## config.mk

```make
export PLATFORM = sky130hd
export DESIGN_NAME = mdriver_regfile_resp
export DESIGN_NICKNAME = d
export VERILOG_FILES = /design/src/rtl/mdriver_regfile_resp.sv
export SDC_FILE = /design/constraint.sdc
export NUM_CORES = 1
export LEC_CHECK = 0
export BUFFER_PORTS_ARGS = -buffer_cell sky130_fd_sc_hd__buf_4
export CORE_ASPECT_RATIO = 0.8
export CORE_UTILIZATION = 70
export CTS_BUF_LIST = sky130_fd_sc_hd__clkbuf_4
export DETAILED_ROUTE_END_ITERATION = 8
export PLACE_DENSITY_LB_ADDON = 0.1
export REMOVE_ABC_BUFFERS = 1
export SYNTH_ARGS = -nofsm -noshare
export SYNTH_HDL_FRONTEND = slang
export SYNTH_SLANG_ARGS = --single-unit
```

## constraint.sdc

```tcl
create_clock -name clk -period 3.8 [get_ports clk]
set_clock_uncertainty 0.15 [all_clocks]
set_input_delay 1.14 -clock clk [delete_from_list [all_inputs] [get_ports clk]]
set_output_delay 1.14 -clock clk [all_outputs]
set_load 0.005 [all_outputs]
```

## src/rtl/mdriver_regfile_resp.sv

```systemverilog
// Register-file responder for a four-phase exec/fin handshake.
// Each request is captured in IDLE, waits WAIT_CYCLES cycles, then completes with fin.
module mdriver_regfile_resp #(
    parameter int unsigned C_AXI_DATA_WIDTH = 32,
    parameter int unsigned C_AXI_ADDR_WIDTH = 9,
    parameter int unsigned NUM_WORDS        = 16,
    parameter int unsigned WAIT_CYCLES      = 2
) (
    input  logic                        clk,
    input  logic                        nreset,
    input  logic [C_AXI_ADDR_WIDTH-1:0] si_address,
    input  logic [C_AXI_DATA_WIDTH-1:0] si_data,
    output logic [C_AXI_DATA_WIDTH-1:0] so_data,
    input  logic                        we,
    input  logic                        exec,
    output logic                        fin
);

    localparam int unsigned IdxW = (NUM_WORDS > 1) ? $clog2(NUM_WORDS) : 1;

    // One extra bit so NUM_WORDS == 2^C_AXI_ADDR_WIDTH is still representable.
    localparam logic [C_AXI_ADDR_WIDTH:0] NumWordsExt = (C_AXI_ADDR_WIDTH + 1)'(NUM_WORDS);
    localparam logic [3:0]                WaitInit    = 4'(WAIT_CYCLES);

    localparam logic [1:0] StIdle   = 2'd0;
    localparam logic [1:0] StAccess = 2'd1;
    localparam logic [1:0] StDone   = 2'd2;

    logic [1:0]                  state_q, state_d;
    logic [3:0]                  cnt_q, cnt_d;
    logic [C_AXI_ADDR_WIDTH-1:0] addr_q, addr_d;
    logic [C_AXI_DATA_WIDTH-1:0] wdata_q, wdata_d;
    logic                        we_q, we_d;
    logic [C_AXI_DATA_WIDTH-1:0] so_data_q, so_data_d;
    logic                        fin_q, fin_d;
    logic [C_AXI_DATA_WIDTH-1:0] regs_q [NUM_WORDS];

    logic                        in_range;
    logic [IdxW-1:0]             idx;
    logic [C_AXI_DATA_WIDTH-1:0] rd_word;
    logic                        commit;
    logic                        reg_we;

    assign in_range = ({1'b0, addr_q} < NumWordsExt);
    assign idx      = addr_q[IdxW-1:0];
    assign rd_word  = in_range ? regs_q[idx] : '0;
    assign reg_we   = commit & we_q & in_range;

    always_comb begin
        state_d   = state_q;
        cnt_d     = cnt_q;
        addr_d    = addr_q;
        wdata_d   = wdata_q;
        we_d      = we_q;
        so_data_d = so_data_q;
        fin_d     = fin_q;
        commit    = 1'b0;
        case (state_q)
            StIdle: begin
                if (exec) begin
                    addr_d  = si_address;
                    wdata_d = si_data;
                    we_d    = we;
                    cnt_d   = WaitInit;
                    state_d = StAccess;
                end
            end
            StAccess: begin
                // exec is deliberately ignored here: an accepted request always completes.
                if (cnt_q == 4'd0) begin
                    commit  = 1'b1;
                    fin_d   = 1'b1;
                    state_d = StDone;
                    if (!we_q) begin
                        so_data_d = rd_word;
                    end
                end else begin
                    cnt_d = cnt_q - 4'd1;
                end
            end
            StDone: begin
                if (!exec) begin
                    fin_d   = 1'b0;
                    state_d = StIdle;
                end
            end
            default: begin
                fin_d   = 1'b0;
                state_d = StIdle;
            end
        endcase
    end

    always_ff @(posedge clk or negedge nreset) begin
        if (!nreset) begin
            state_q   <= StIdle;
            cnt_q     <= 4'd0;
            addr_q    <= '0;
            wdata_q   <= '0;
            we_q      <= 1'b0;
            so_data_q <= '0;
            fin_q     <= 1'b0;
        end else begin
            state_q   <= state_d;
            cnt_q     <= cnt_d;
            addr_q    <= addr_d;
            wdata_q   <= wdata_d;
            we_q      <= we_d;
            so_data_q <= so_data_d;
            fin_q     <= fin_d;
        end
    end

    always_ff @(posedge clk or negedge nreset) begin
        if (!nreset) begin
            for (int i = 0; i < int'(NUM_WORDS); i++) begin
                regs_q[i] <= '0;
            end
        end else if (reg_we) begin
            regs_q[idx] <= wdata_q;
        end
    end

    assign so_data = so_data_q;
    assign fin     = fin_q;

endmodule
```

Word-level counts from Yosys, hierarchy flattened --
Cells that the tools add are included.
Word-level totals: RAM bits 0, register bits 593, bits in read-only memories 0, output and inout bits 33, bits in latches 0, memories 0, input port bits 45
Operators by class: muxes and demuxes 19, eq/ne operators 6, shift operators 0, divide/modulo/power cells 0, bitwise gates (word level) 5, $add $sub $neg 1, $lt $le $gt $ge 3, multipliers 0, reductions and logical operators 9
Operator list (count):
- $bwmux W512 | 1
- $bmux W32 S4 | 1
- $demux W32 S4 | 1
- $mux W32 | 4
- $reduce_and A3 Y1 | 4
- $lt A9 B5 Y1 const B | 1
- $mux W4 | 2
- $ne A2 B2 Y1 const B | 4
- $pmux W4 S2 | 1
- $mux W2 | 3
- $pmux W2 S3 | 1
- $ge A5 B5 Y1 const B | 1
- $lt A5 B1 Y1 const B | 1
- $not A4 Y5 | 1
- $logic_not A4 Y1 | 1
- $mux W1 | 4
- $sub A4 B1 Y4 const B | 1
- $pmux W1 S3 | 1
- $and A1 B1 Y1 | 2
- $eq A2 B1 Y1 const B | 1
- $eq A2 B2 Y1 const B | 1
- $logic_not A2 Y1 | 1
- $not A1 Y1 | 2
- $reduce_and A2 Y1 | 1
- other kinds (2) | 2

Longest topological paths before layout --
depth in word-level cells 6, depth in mapped cells 8, mapped depth without buffers 6

Worst setup path after synthesis --
Ideal clock, no wire load.
kind input-to-reg, start input port exec, end register addr_q[8], setup slack 1254 ps, stages 4, data arrival time 2271 ps, data required time 3525 ps, cells stage by stage nand2b_1 nor2_1 clkbuf_1 mux2_2
Between the ends: word-level cells in the longest chain between the ends 1
RTL lines:
- from (decl) | RTL line 15 | input logic exec,
- $reduce_and A2 Y1 (no line)
- to (signal assigned) | RTL line 106 | addr_q <= addr_d;
- to (decl) | RTL line 31 | logic [C_AXI_ADDR_WIDTH-1:0] addr_q, addr_d;
Every way passes these cells. A chain may end at the register's enable or synchronous reset.

Final worst setup path --
start register cnt_q[0], end register regs_q[243] in the netlist's numbering
Between the ends: word-level cells in the longest chain between the ends 5
RTL lines:
- from (decl) | RTL line 30 | logic [3:0] cnt_q, cnt_d;
- from (signal assigned) | RTL line 105 | cnt_q <= cnt_d;
- $logic_not A4 Y1 | RTL line 70 | if (cnt_q == 4'd0) begin
- $mux W1 | RTL line 70
- $mux W1 | RTL line 58 | case (state_q)
- $and A1 B1 Y1 (2 in a row) | RTL line 47 | assign reg_we = commit & we_q & in_range;
- to (signal, indexed assignment) | RTL line 120 | regs_q[idx] <= wdata_q;
- to (decl) | RTL line 36 | logic [C_AXI_DATA_WIDTH-1:0] regs_q [NUM_WORDS];
Every way passes these cells.

==> impl_metrics.ini <==
[floorplanning]
row_count = 63
io_pins = 78
start_util = 0.7094
coreArea_sq_um = 37050
die_x_um = 218.6
fp.dieArea_sq_um = 38330
die_y_um = 175.3

[logic_synthesis]
avgSynthCellArea_sq_um = 16.49
yosysUniqueCellTypes = 32
seq_area_frac_synth = 0.5647
ys_async_sr_fraction = 1.000
synth_flop_cell = dfrtp_1
ys_ff_latch = 593
syn_area_sq_um = 26280
synth-edff-count = 0
syn_inst = 1594
yosys_warnings = 0

[sta]
tightest_slew_ns = 0.6907
slew_viol_final = 0
finalCritPeriodShare = 0.8366
min_period_ns = 3.179
setup_ws_ns = 0.6210
rsz0062_at_grt = false
fmax_ghz = 0.3146
fin_hold_ws_ns = 0.07397
slew_headroom = 0.5395
finalSetupViolCount = 0
hold_viol = 0

[grt]
grt_pass1_wl_um = 90580
antenna_found_initial = 1
top_usage_layer = met2
grtUsageTotal = 0.3157
met3_usage = 0.06805
grt_pass1_vias = 16053
use_met2 = 0.4860
grt_overflow = 0
grt_max_degree = 86
grt_use_met1 = 0.4625

[placement]
dp_cells = 2089
dp_slack_ns = 0.6838
gp_congestion = 0.7580
dpl.hpwl_um = 33380
portBuffers = 77

[critical_path]
r2r-end = regs_q[243]
cp.arrival_ns = 3.75
ff2ff_setup_slack_ns = 0.62
worst_setup_path_end_kind = flip-flop
critPathLaunch = cnt_q[0]
start_kind = flip-flop
reg2regPathDepth = 8
worstReg2RegStart = cnt_q[0]
cp.required_ns = 4.37
critPathKind = flip-flop to flip-flop
critPathMaxFanout = 20
cp-endpoint = regs_q[243]

[outcome]
status = finished clean

[cells_and_area]
fillers = 2096
postLayoutCoreUtil = 0.7973
fin_cells = 2355
areaGrowthSynthToFinish_pct = 12.39
final_nets = 1796
drive_above_1_share = 0.5563
regArea_sq_um = 14850
multi_input_area_sq_um = 10910

[clocking]
cts_tree = yes
cts_buffers = 145
clock_sinks = 593
cts_resized = 0
cts_root_buf = clkbuf_4
cts.path.max_buffers = 3
postCtsSetupRepairBufs = 0
clk_pin_slew_ns = 0.06
clock_latency_ns = 0.87
cts_max_level = 4
ctsHoldBuffers = 0

[routing]
ant_nets = 0
drc = 0
drt_iter0_markers = 1045
drt_wl_total_um = 56650
num_vias = 14779
avgViaCountPerCell = 6.276
dr.pass1.iters = 5
wl_per_cell_um = 24.06

[min_path]
hold_path.class = input port to asynchronous set/reset pin

[flow_run]
max-cap-violations = 0

[power]
power.density_nw_per_um2 = 554.5
leakage_nw = 14.71
ir_drop_uv = 474.1
where the power goes:
part           internal (mW)  switching, mW
combinational           1.42           1.50
sequential              6.74           1.22
clock                   2.98           2.51
through the flow:
stage | total power, mW | TNS [ns] | instance area, sq um
5_1_grt | 17.14 | 0 | 29540
6_report | 16.38 | 0 | 29540
3_5_place_dp | 11.02 | 0 | 27590
2_1_floorplan | 9.691 | -2004.00 | 25690
4_1_cts | 16.51 | 0 | 29530
3_3_place_gp | 10.91 | 0 | 27590
layer usage:
metal  routed length (um)  up-vias
met2                27590      339
met4                  748        0
met1                25540     8016
met5                    0        -
li1                     -     6360
met3                 2765       64
worst min path at each step:
stage | start | endpoint | slack, ns | cells past startpoint
after floorplan | cnt_q[0] | cnt_q[0] | 0.30 | 1
after global placement | regs_q[49] | regs_q[49] | 0.31 | 1
after detailed placement | regs_q[174] | regs_q[174] | 0.32 | 1
after CTS | nreset | regs_q[396] | 0.07 | 1
after global routing | nreset | regs_q[396] | 0.09 | 1
final | nreset | regs_q[396] | 0.07 | 1
cells in the final DEF, fill, tap and decap left out:
| cell type | count |
|---|---|
| ha_1 | 2 |
| mux2_2 | 518 |
| clkinv_1 | 39 |
| nand2_1 | 7 |
| or3_1 | 1 |
| nand3b_1 | 1 |
| nor2b_1 | 2 |
| nand2b_1 | 5 |
| clkinv_2 | 2 |
| nand4_4 | 1 |
| dfrtp_1 | 589 |
| dfrtp_2 | 1 |
| nor3b_2 | 1 |
| a22o_1 | 32 |
| buf_4 | 129 |
| nor2_1 | 6 |
| or2_2 | 1 |
| clkbuf_4 | 212 |
| a21oi_1 | 3 |
| bufinv_16 | 6 |
| nand3_1 | 1 |
| dfrtp_4 | 3 |
| buf_8 | 1 |
| inv_1 | 3 |
| inv_2 | 5 |
| diode_2 | 2 |
| mux2_1 | 36 |
| o21ai_0 | 1 |
| nor4_4 | 4 |
| a211oi_1 | 1 |
| nor3_4 | 12 |
| nor4b_2 | 1 |
| a31oi_1 | 1 |
| buf_12 | 11 |
| mux4_2 | 128 |
| nor3_2 | 1 |
| mux2i_1 | 98 |
| nor2_4 | 1 |
Yosys cell counts, types with 7 or more instances:
library cell / count / share of area
nor2_1: 7 / 0.0010
a22o_1: 32 / 0.011
mux2i_1: 98 / 0.037
nor3_4: 8 / 0.0050
nand2_1: 7 / 0.0010
mux4_2: 128 / 0.11
mux2_2: 518 / 0.22
dfrtp_1: 593 / 0.56
buf_2: 51 / 0.0097
clkbuf_1: 30 / 0.0043
buf_1: 45 / 0.0064
mux2_1: 36 / 0.015
flip-flops by register name, indices dropped and copies added (netlist names):
signal   flops
regs_q     512
wdata_q     32
we_q         1
state_q      2
cnt_q        4
so_data     32
addr_q       9
fin          1
worst max-delay path: stages (launching register included):
cell and delay (ns):
dfrtp_1 0.40, inv_1 0.10, ha_1 0.18, nor2b_1 0.42, nand4_4 0.44, buf_4 0.36, nor3_4 0.19, buf_4 0.39
mux2_2 0.39
kinds of logic after synthesis:
group           Yosys count  share of synthesized area
buf+inv                 136                    0.02300
compound gates           38                    0.01195
mux                     780                     0.3844
flops                   593                     0.5647
fa+ha+maj                 2                  0.0009520
simple gates             45                    0.01504
cell type report:
type | count | area share
flip-flops and latches | 593 | 0.5028
multi-input cells | 865 | 0.3693
clock buffers | 212 | 0.05388
repair buffers | 141 | 0.04075
well taps | 487 | 0.02063
clock inverters | 52 | 0.01203
inverters | 3 | 0.0003812
diodes | 2 | 0.0001694
(Power assumes the default switching activity.)
